File: config.mk
export PLATFORM = sky130hd
export DESIGN_NAME = vad_frame_fsm
export DESIGN_NICKNAME = d
export VERILOG_FILES = /design/src/rtl/vad_frame_fsm.sv
export SDC_FILE = /design/constraint.sdc
export NUM_CORES = 1
export LEC_CHECK = 0
export CAP_MARGIN = 20
export CORE_MARGIN = 2
export CORE_UTILIZATION = 50
export CTS_CLUSTER_DIAMETER = 100
export CTS_CLUSTER_SIZE = 30
export DETAILED_ROUTE_END_ITERATION = 10
export GPL_ROUTABILITY_DRIVEN = 0
export PLACE_DENSITY = 0.76
export SLEW_MARGIN = 20
export SYNTH_ARGS = -nofsm -noshare
export SYNTH_HDL_FRONTEND = slang
export SYNTH_SLANG_ARGS = --single-unit
File: constraint.sdc
create_clock -name clk -period 3.63 [get_ports clk]
set_input_delay 0.726 -clock clk [delete_from_list [all_inputs] [get_ports clk]]
set_output_delay 0.726 -clock clk [all_outputs]
set_load 0.005 [all_outputs]
File: src/rtl/vad_frame_fsm.sv
// Frame-energy voice activity detector: saturating per-frame power accumulator
// feeding an attack/hangover FSM with ON/OFF hysteresis. Optional VAD_NOISE_ADAPT_EN
// adds a tracked noise floor that offsets both thresholds.
module vad_frame_fsm #(
    parameter int DATA_W        = 50,
    parameter int ACC_W         = 59,
    parameter int SHIFT         = 16,
    parameter int THRESH_ON     = 12,
    parameter int THRESH_OFF    = 8,
    parameter int ATTACK_FRAMES = 2,
    parameter int HANG_FRAMES   = 3
) (
    input  logic                     clk,
    input  logic                     reset,
    input  logic                     dv,
    input  logic signed [DATA_W-1:0] data,
    input  logic                     ready,
    output logic [ACC_W-SHIFT-1:0]   frame_pwr,
    output logic                     result,
    output logic                     result_valid
`ifdef VAD_NOISE_ADAPT_EN
    ,
    output logic [ACC_W-SHIFT-1:0]   noise_floor
`endif
);

    localparam int PW     = ACC_W - SHIFT;
    localparam int MAXF   = (ATTACK_FRAMES > HANG_FRAMES) ? ATTACK_FRAMES : HANG_FRAMES;
    localparam int CNT_W  = $clog2(MAXF + 1);
    localparam int CW1    = CNT_W + 1;
    localparam logic [CNT_W:0] ATT_L  = CW1'(ATTACK_FRAMES);
    localparam logic [CNT_W:0] HANG_L = CW1'(HANG_FRAMES);
    localparam logic [PW-1:0]  ON_L   = PW'(THRESH_ON);
    localparam logic [PW-1:0]  OFF_L  = PW'(THRESH_OFF);

    typedef enum logic [1:0] {SILENCE, ATTACK, SPEECH, HANG} state_t;

    function automatic logic signed [ACC_W-1:0] sat_add(input logic signed [ACC_W-1:0] a,
                                                         input logic signed [DATA_W-1:0] d);
        logic signed [ACC_W:0] s;
        s = (ACC_W+1)'(a) + (ACC_W+1)'(d);
        if (s[ACC_W] != s[ACC_W-1])
            return s[ACC_W] ? {1'b1, {(ACC_W-1){1'b0}}} : {1'b0, {(ACC_W-1){1'b1}}};
        return s[ACC_W-1:0];
    endfunction

    // Negative frame sums clamp to zero power before scaling.
    function automatic logic [PW-1:0] scale_pwr(input logic signed [ACC_W-1:0] a);
        if (a[ACC_W-1])
            return '0;
        return PW'(a >>> SHIFT);
    endfunction

`ifdef VAD_NOISE_ADAPT_EN
    function automatic logic [PW-1:0] thr_add(input logic [PW-1:0] nf, input logic [PW-1:0] t);
        logic [PW:0] s;
        s = {1'b0, nf} + {1'b0, t};
        return s[PW] ? '1 : s[PW-1:0];
    endfunction

    function automatic logic [PW-1:0] nf_track(input logic [PW-1:0] nf, input logic [PW-1:0] p);
        logic signed [PW+1:0] diff;
        logic signed [PW+1:0] nxt;
        diff = $signed({2'b00, p}) - $signed({2'b00, nf});
        nxt  = $signed({2'b00, nf}) + (diff >>> 3);
        if (nxt[PW+1])
            return '0;
        if (nxt[PW])
            return '1;
        return nxt[PW-1:0];
    endfunction
`endif

    logic                    dv_q, ready_q;
    logic                    dv_edge, rdy_edge;
    logic signed [ACC_W-1:0] acc_p0;
    logic                    vld_p1;
    state_t                  state, state_nxt;
    logic [CNT_W-1:0]        cnt, cnt_nxt;
    logic [CNT_W:0]          cnt_inc;
    logic                    result_nxt;
    logic [PW-1:0]           on_thr, off_thr;
    logic                    is_on, is_off;

    assign dv_edge  = dv & ~dv_q;
    assign rdy_edge = ready & ~ready_q;

    always_ff @(posedge clk) begin
        if (reset) begin
            dv_q    <= 1'b0;
            ready_q <= 1'b0;
        end else begin
            dv_q    <= dv;
            ready_q <= ready;
        end
    end

    // Stage p0 -> p1: accumulate samples, close frame on ready edge
    always_ff @(posedge clk) begin
        if (reset) begin
            acc_p0    <= '0;
            frame_pwr <= '0;
            vld_p1    <= 1'b0;
        end else begin
            vld_p1 <= rdy_edge;
            if (rdy_edge) begin
                frame_pwr <= scale_pwr(acc_p0);
                acc_p0    <= dv_edge ? ACC_W'(data) : '0;
            end else if (dv_edge) begin
                acc_p0 <= sat_add(acc_p0, data);
            end
        end
    end

`ifdef VAD_NOISE_ADAPT_EN
    logic [PW-1:0] nf;
    assign noise_floor = nf;
    assign on_thr      = thr_add(nf, ON_L);
    assign off_thr     = thr_add(nf, OFF_L);

    always_ff @(posedge clk) begin
        if (reset)
            nf <= '0;
        else if (vld_p1 && state == SILENCE)
            nf <= nf_track(nf, frame_pwr);
    end
`else
    assign on_thr  = ON_L;
    assign off_thr = OFF_L;
`endif

    assign is_on   = frame_pwr > on_thr;
    assign is_off  = frame_pwr <= off_thr;
    assign cnt_inc = {1'b0, cnt} + CW1'(1);

    // Stage p1 -> p2: decision state and registered outputs
    always_ff @(posedge clk) begin
        if (reset) begin
            state        <= SILENCE;
            cnt          <= '0;
            result       <= 1'b0;
            result_valid <= 1'b0;
        end else begin
            state        <= state_nxt;
            cnt          <= cnt_nxt;
            result       <= result_nxt;
            result_valid <= vld_p1;
        end
    end

    always_comb begin
        state_nxt = state;
        cnt_nxt   = cnt;
        if (vld_p1) begin
            case (state)
                SILENCE: begin
                    if (is_on) begin
                        if (ATTACK_FRAMES == 1) begin
                            state_nxt = SPEECH;
                        end else begin
                            state_nxt = ATTACK;
                            cnt_nxt   = CNT_W'(1);
                        end
                    end
                end
                ATTACK: begin
                    if (is_on) begin
                        if (cnt_inc == ATT_L) begin
                            state_nxt = SPEECH;
                            cnt_nxt   = '0;
                        end else begin
                            cnt_nxt = cnt_inc[CNT_W-1:0];
                        end
                    end else begin
                        state_nxt = SILENCE;
                        cnt_nxt   = '0;
                    end
                end
                SPEECH: begin
                    if (is_off) begin
                        state_nxt = (HANG_FRAMES > 0) ? HANG : SILENCE;
                        cnt_nxt   = '0;
                    end
                end
                HANG: begin
                    if (is_on) begin
                        state_nxt = SPEECH;
                        cnt_nxt   = '0;
                    end else if (cnt_inc == HANG_L) begin
                        state_nxt = SILENCE;
                        cnt_nxt   = '0;
                    end else begin
                        cnt_nxt = cnt_inc[CNT_W-1:0];
                    end
                end
                default: begin
                    state_nxt = SILENCE;
                    cnt_nxt   = '0;
                end
            endcase
        end
    end

    always_comb begin
        result_nxt = (state_nxt == SPEECH) || (state_nxt == HANG);
    end

endmodule

Word-level counts from Yosys, hierarchy flattened --
Index checks and enable logic that the tools add are counted.
Storage, ports and cells: flip-flop bits (word level) 111, logic and storage cells 61
Cells by class: add/subtract/negate cells 2, order comparisons 2, eq/ne operators 10, muxes and demuxes 30, bitwise logic cells 4, reduce and logical (&&, ||, !) cells 4
Operators with widths (number):
- two-way mux 59 bit | 6
- two-way mux 43 bit | 2
- adder 59 x 50 -> 60 bit | 1
- > comparator 43 x 4 -> 1 bit (second input constant) | 1
- less-or-equal comparator 43 x 4 -> 1 bit (second input constant) | 1
- two-way mux 2 bit | 13
- one-hot mux 2 bit (4 select lines) | 2
- == test 2 bit (second input constant) | 4
- two-way mux 1 bit | 7
- == test 3 x 2 -> 1 bit (second input constant) | 2
- inequality test 2 bit (second input constant) | 2
- adder 2 x 1 -> 3 bit (second input constant) | 1
- AND reduction 3 bit | 1
- AND 1 bit | 2
- == test 2 x 1 -> 1 bit (second input constant) | 1
- logical NOT 2 bit | 1
- NOT 1 bit | 2
- nonzero test 2 bit | 1
- logical OR 1 bit | 1
- inequality test 1 bit | 1

Logic depth before layout (Yosys ltp) --
Gate-level depths: netlist of run 1.
word-level depth 9, depth in mapped cells 15

Least setup slack after synthesis of run 1 --
OpenSTA, ideal clock, no wires.
kind input to register, from input data[0], to register acc_p0[47], data arrival time 3501 ps, setup slack 71 ps, stages 13, path buffers 0, cell sequence ha_1 inv_1 fa_1 nand2b_1 a21o_1 a31o_1 a211oi_2 a21oi_2 o31ai_4 xnor2_1 or4_1 a21oi_1 a21o_1
On the way: longest elaborated chain between the ends 9
RTL lines:
- from (decl) | RTL line 16 | input logic signed [DATA_W-1:0] data,
- adder 59 x 50 -> 60 bit (*) | RTL line 41 | s = (ACC_W+1)'(a) + (ACC_W+1)'(d);
- inequality test 1 bit | RTL line 42 | if (s[ACC_W] != s[ACC_W-1])
- two-way mux 1 bit | RTL line 42
- two-way mux 1 bit | RTL line 109 | end else if (dv_edge) begin
- two-way mux 1 bit | RTL line 106 | if (rdy_edge) begin
- two-way mux 1 bit | RTL line 100 | if (reset) begin
- two-way mux 59 bit (*) | RTL line 44 | return s[ACC_W-1:0];
- two-way mux 59 bit (*) | RTL line 109
- two-way mux 59 bit (*) | RTL line 106
- to (signal assigned) | RTL line 108 | acc_p0 <= dv_edge ? ACC_W'(data) : '0;
- to (signal assigned) | RTL line 110 | acc_p0 <= sat_add(acc_p0, data);
- to (decl) | RTL line 76 | logic signed [ACC_W-1:0] acc_p0;
Every way passes the cells marked *; elsewhere a longest branch is shown, timed or not. The select of a mux whose other input is x is not followed. A chain may end at the register's enable or synchronous reset.

Final worst setup path of run 1 --
from input data[47], to register acc_p0[41]
Same word-level chain as after synthesis.

==> impl_metrics.toml, run 1 <==
[detailed_routing]
drt_first_pass_iters = 8
num_vias = 9817
wire_per_inst_um = 19.3
drt_iter0_markers = 1165
ant_nets = 0
vias_per_cell = 6.23
drc = 0
wl_um = 30500

[logic_synthesis]
synthTopCellsByArea = "dfxtp_1 (27%), ha_1 (9.2%), a21oi_1 (8.6%)"
synth-main-ff-cell = "dfxtp_1"
synth_edf_count = 0
netlist_instances = 1053
synth_top_cell_by_area = "dfxtp_1"
synthesis.nets = 1167
yosys-top-cells-count = "a21oi_1 (139), nand2_1 (113), dfxtp_1 (110)"
yosysWarnings = 0
yosysSeqAreaShare = 0.273
yosysMostFrequentCell = "a21oi_1"
mappedNetlistArea_um2 = 8060
async_flop_share = 0
synth_top_area_share = 0.273
synth-seq-cells = 110
ys_types = 72
syn_avg_cell_area_um2 = 7.66

[clock_tree]
cts_buffer_depth = 2
cts_tree = "done"
cts_hold_buf = 0
numCtsBuffers = 9
clock_latency_ns = 0.37
cts-root-buf = "clkbuf_16"
cts.sink_count = 110
cts_max_level = 3
path_clk_slew_ns = 0.07

[die]
die_area_um2 = 17200
fp.dieW_um = 131
fp.dieH_um = 131
core_area_um2 = 15800
rows = 46
ioPinCount = 99
start_util = 0.509

[power_and_ir_drop]
power_frac_comb = 0.482
seq_power_share = 0.306
vdd_drop_max_uv = 282
p_sw_mw = 1.74
power.density_nw_per_um2 = 379
power_frac_clock = 0.212
p_sw_frac = 0.376
p_int_mw = 2.89
leakage_nw = 5.29

[global_routing]
use_met3 = 0.0456
grt_first_pass_wirelength_um = 44400
grt_pass1_vias = 8994
use_met2 = 0.528
busiest_layer = "met2"
grt_max_degree = 44
track_usage = 0.328
grtUsageMet1 = 0.437
antenna_found_initial = 0
grt_overflow_total = 0

[placement]
place_hpwl_um = 21100
place_ws_ns = -0.592
port_buffers = 97

[final_layout]
finalNetCount = 1470
drive_above_1_share = 0.291
syn2layout_area_growth_pct = 51.4
diodes = 0

[sta]
slew_headroom = 0.492
slew_viol_final = 0
fmaxAchievable_mhz = 274
skew_ns = 0.00453
grt_setup_unrepaired = "true"
worstMarginPinSlew_ns = 0.762
worst_slack_ns = -0.0133
setup_viol = 4
tns_ns = -0.0287
finalCritPeriodShare = 1.00
final_hold_viol_count = 0
finalCriticalPeriod_ns = 3.64

[critical_path]
startpoint_type = "input pin"
path_class = "input pin to flop"
required_ns = 3.89
cp_max_fo = 13
arrival_ns = 3.90
r2r_setup_slack_ns = 0.29
worstSetupEndpointType = "flop"

[run_status]
status = "finished, violations left"
violations = "negative setup slack"

[job]
maxCapViolCount = 0

[min_path]
hp-class = "flop to flop"
## worst max-delay path: stages
cell	delay [ns]
clkdlybuf4s50_1	0.48
ha_1	0.34
inv_1	0.08
nor4_2	0.38
nand2_1	0.18
nor4_2	0.41
or4_4	0.23
a21o_1	0.19
mux2i_4	0.11
nand2b_4	0.21
buf_12	0.18
buf_16	0.14
a21oi_1	0.16
o21ai_1	0.09
## layer usage
layer  up-vias  part of all wire
met5         -                 0
met4         0             0.043
met3       109             0.085
met2       557              0.46
met1      4613              0.41
li1       4538                 -
## flip-flops by register name (all words and copies together) (netlist names)
name	cells
state	2
acc_p0	59
result_valid	1
ready_q	1
cnt	2
frame_pwr	42
vld_p1	1
result	1
dv_q	1
## through the flow
stage	hold slack [ns]	util	total power [mW]	cells	area, um2
3_5_place_dp	0.446	0.692	3.32	1549	11000
5_1_grt	0.475	0.771	4.84	1577	12200
4_1_cts	0.456	0.722	4.36	1571	11400
6_report	0.457	0.771	4.62	1577	12200
3_3_place_gp	0.436	0.692	3.28	1549	11000
2_1_floorplan	0.414	-	2.44	1053	8060
## placed cells by master, fill, tap and decap left out, types with 5 or more instances in the layout
cell type          n
a211oi_1           6
a21o_1            23
a21oi_1          121
a21oi_2           20
a22o_1            45
a31oi_1            8
and2_1             5
and3_1             6
and4_1             6
buf_12             5
buf_4            249
clkbuf_16          9
clkdlybuf4s50_1   63
dfxtp_1          110
dlymetal6s2s_1    32
ha_1              23
ha_4              34
inv_1             21
nand2_1          106
nand2_2            7
nand2b_1           8
nand3_1           15
nand3b_1           5
nand4_1           22
nor2_1            49
nor2b_1           12
nor3_1            11
nor4_1            12
o211ai_1           9
o21a_1             7
o21ai_0           83
o21ai_1           41
o21bai_1           9
o221ai_1           5
o31ai_1            9
or3_1              5
xnor2_1           28
xor2_1            21
## logic make-up after synthesis
group / count (synthesis) / synth area share
other: 1 / 0.000465
buffers and inverters: 85 / 0.0430
AO/OA/AOI/OAI: 439 / 0.346
flip-flops: 110 / 0.273
multiplexers: 3 / 0.00373
XOR/XNOR: 50 / 0.0543
adder cells (fa/ha/maj): 61 / 0.0953
AND/OR/NAND/NOR: 304 / 0.184
## final cells by class
cell class | instances | area (um2)
clock buffer | 9 | 225
clock inverter | 7 | 55.1
fill | 1069 | 3620
inverter | 21 | 78.8
multi-input combinational | 858 | 6270
sequential | 110 | 2200
tap | 216 | 270
timing repair buffer | 356 | 3100
## worst paths after layout
check,startpoint,to,cells past startpoint
setup reg to reg,acc_p0[0],acc_p0[40],14
hold / removal,acc_p0[15],acc_p0[15],2
hold reg to reg,acc_p0[15],acc_p0[15],2
setup / recovery,data[47],acc_p0[41],14
## power groups by stage
stage	Combinational [mW]	Sequential (mW)	Clock, mW
final	2.23	1.41	0.980
after floorplan	1.06	1.38	0
after detailed placement	1.90	1.42	0
after CTS	1.99	1.39	0.981
after global placement	1.86	1.41	0
after global routing	2.38	1.42	1.03
## repair_timing
action,CTS,global route
pin swaps,13,41
resized for setup,23,126
setup endpoints to repair,57,58
gates cloned,2,0
buffers inserted,4,6
Power figures use the tool's default switching activity.
==> inputs of run 2 (changes only) <==
--- a/config.mk
+++ b/config.mk
@@ -5,6 +5,7 @@
 export SDC_FILE = /design/constraint.sdc
 export NUM_CORES = 1
 export LEC_CHECK = 0
+export ABC_CLOCK_PERIOD_IN_PS = 3630
 export CAP_MARGIN = 20
 export CORE_MARGIN = 2
 export CORE_UTILIZATION = 50
==> results of run 2 <==
The final DEF is identical to that of run 1; final timing and power are the same.
==> inputs of run 3 (changes only) <==
--- a/config.mk
+++ b/config.mk
@@ -7,7 +7,7 @@
 export LEC_CHECK = 0
 export ABC_CLOCK_PERIOD_IN_PS = 3630
 export CAP_MARGIN = 20
-export CORE_MARGIN = 2
+export CORE_MARGIN = 4
 export CORE_UTILIZATION = 50
 export CTS_CLUSTER_DIAMETER = 100
 export CTS_CLUSTER_SIZE = 30
==> run 3 against run 2 <==
Effect of this change:
- the run still ends with negative setup slack left
- count of clock-buffer cells in the layout rose by 1
- sequential power barely moved
- clock power barely moved
- clock skew rose by 0.0093 ns
- hold slack got worse by 0.0052 ns
- via count rose by 3.6%
- critical path depth rose by 3
- fmax fell by 1.2%
- cell area barely moved
- critical path type unchanged
- critical endpoint is now acc_p0[2]
- largest power group unchanged
==> impl_metrics.toml, run 3 (synthesis results as in run 1) <==
[run_status]
status = "finished, violations left"
violations = "negative setup slack"

[clock_tree]
path_clk_slew_ns = 0.08
cts_buffer_depth = 2
cts_hold_buf = 0
numCtsBuffers = 9
cts_tree = "done"
cts-root-buf = "clkbuf_16"
cts.sink_count = 110
clock_latency_ns = 0.38
cts_max_level = 3

[detailed_routing]
drt_first_pass_iters = 6
drc = 0
drt_iter0_markers = 1399
ant_nets = 0
num_vias = 10171
vias_per_cell = 6.42
wl_um = 33000
wire_per_inst_um = 20.8

[sta]
skew_ns = 0.0138
slew_headroom = 0.484
grt_setup_unrepaired = "true"
setup_viol = 4
slew_viol_final = 0
finalCriticalPeriod_ns = 3.69
worst_slack_ns = -0.0593
fmaxAchievable_mhz = 271
worstMarginPinSlew_ns = 0.772
final_hold_viol_count = 0
finalCritPeriodShare = 1.02
hold_slack_ns = 0.452

[die]
start_util = 0.509
core_area_um2 = 15800
die_area_um2 = 18200
fp.dieH_um = 135
rows = 46
fp.dieW_um = 135
ioPinCount = 99

[final_layout]
largest_register_ffs = 59
drive_above_1_share = 0.292
diodes = 0
layout_commonest_cell = "buf_4"
largestRegisters = "acc_p0: 59 flops, frame_pwr: 42 flops"
largest-register = "acc_p0"
finalNetCount = 1478
syn2layout_area_growth_pct = 51.4
final_cell_mix = "buf_4 (258), a21oi_1 (120), dfxtp_1 (110)"

[critical_path]
path_class = "input pin to flop"
cpMaxStageDelayCell = "clkdlybuf4s50_1"
cpMostUsedCell = "buf_4"
startpoint = "data[33]"
worstSetupEndpointType = "flop"
startpoint_type = "input pin"
required_ns = 3.89
r2r_setup_slack_ns = 0.19
crit_chain = "clkdlybuf4s50_1 > ha_1 > buf_4 > a21oi_1 > o21ai_1 > a31oi_1 > a21oi_2 > a21oi_4 > o31ai_4 > buf_4 > buf_4 > buf_4 > nor3_2 > nor2_2 > buf_4 > a221oi_2 > a211oi_2"
slowest_delay_ns = 0.44
cp_max_fo = 6
rr_startpoint = "acc_p0[0]"
arrival_ns = 3.95
reg2reg_depth = 17
reg2reg_to = "acc_p0[2]"

[min_path]
hp-class = "flop to flop"
hp-start = "acc_p0[9]"
whs_endpoint = "acc_p0[9]"
min_path_cells = 2

[global_routing]
antenna_found_initial = 0
grt_max_degree = 28
grt_pass1_vias = 9529
track_usage = 0.329
grt_overflow_total = 0
grt_first_pass_wirelength_um = 47900

[placement]
place_hpwl_um = 21700
place_ws_ns = -0.646
port_buffers = 97

[power_and_ir_drop]
vdd_drop_max_uv = 304
p_sw_mw = 1.81
seq_power_share = 0.301
power_frac_comb = 0.485
power.density_nw_per_um2 = 385
power.total_mw = 4.70
leakage_nw = 5.28
p_sw_frac = 0.385
p_int_mw = 2.89
power_frac_clock = 0.214

[job]
maxCapViolCount = 0
## run 3: metrics by stage
stage	instance area [um2]	cells	TNS (ns)	utilization
4_1_cts	11600	1580	0	0.731
3_3_place_gp	11000	1552	-24.36	0.693
3_5_place_dp	11000	1552	-32.04	0.693
6_report	12200	1585	-0.112	0.771
2_1_floorplan	8060	1053	0	-
5_1_grt	12200	1585	-1.14	0.771
## run 3: worst max-delay path by stage
stage	endpoint	cells after the start
after floorplan	acc_p0[47]	13
after global placement	acc_p0[40]	14
after detailed placement	acc_p0[40]	14
after CTS	acc_p0[47]	15
after global routing	acc_p0[2]	17
final	acc_p0[2]	17
## run 3: area by class of cell
| type | instances | area (um2) |
|---|---|---|
| Inverter | 21 | 78.8 |
| Clock inverter | 6 | 55.1 |
| Timing Repair Buffer | 364 | 3160 |
| Tap cell | 216 | 270 |
| Multi-Input combinational cell | 858 | 6220 |
| Sequential cell | 110 | 2200 |
| Clock buffer | 10 | 229 |
| Fill cell | 1062 | 3620 |
## run 3: power groups by stage
stage / registers (mW) / clock network, mW / logic, mW
final: 1.41 / 1.01 / 2.28
after global routing: 1.42 / 1.06 / 2.42
after CTS: 1.39 / 1.01 / 2.03
after detailed placement: 1.42 / 0 / 1.91
after global placement: 1.41 / 0 / 1.86
after floorplan: 1.38 / 0 / 1.06
## run 3: repair_timing
| action | 4_1_cts | 5_1_grt |
|---|---|---|
| buffers inserted | 9 | 5 |
| gates resized for setup | 40 | 110 |
| setup endpoints to repair | 58 | 58 |
| gates cloned | 3 | 0 |
| pin swaps | 15 | 31 |
## run 3: worst max-delay path, delay by kind of cell
family                   cells  cell delay (ns)
AND/OR/NAND/NOR              2             0.32
adder cells (fa/ha/maj)      1             0.33
buffers and inverters        6             1.21
AO/OA/AOI/OAI                8             1.37
## run 3: routing by layer
layer / global-route usage / routed length, um / up-vias
li1: - / - / 4563
met5: 0 / 0 / -
met1: 0.409 / 12400 / 4754
met3: 0.0697 / 3330 / 200
met4: 0.168 / 1990 / 0
met2: 0.540 / 15300 / 654
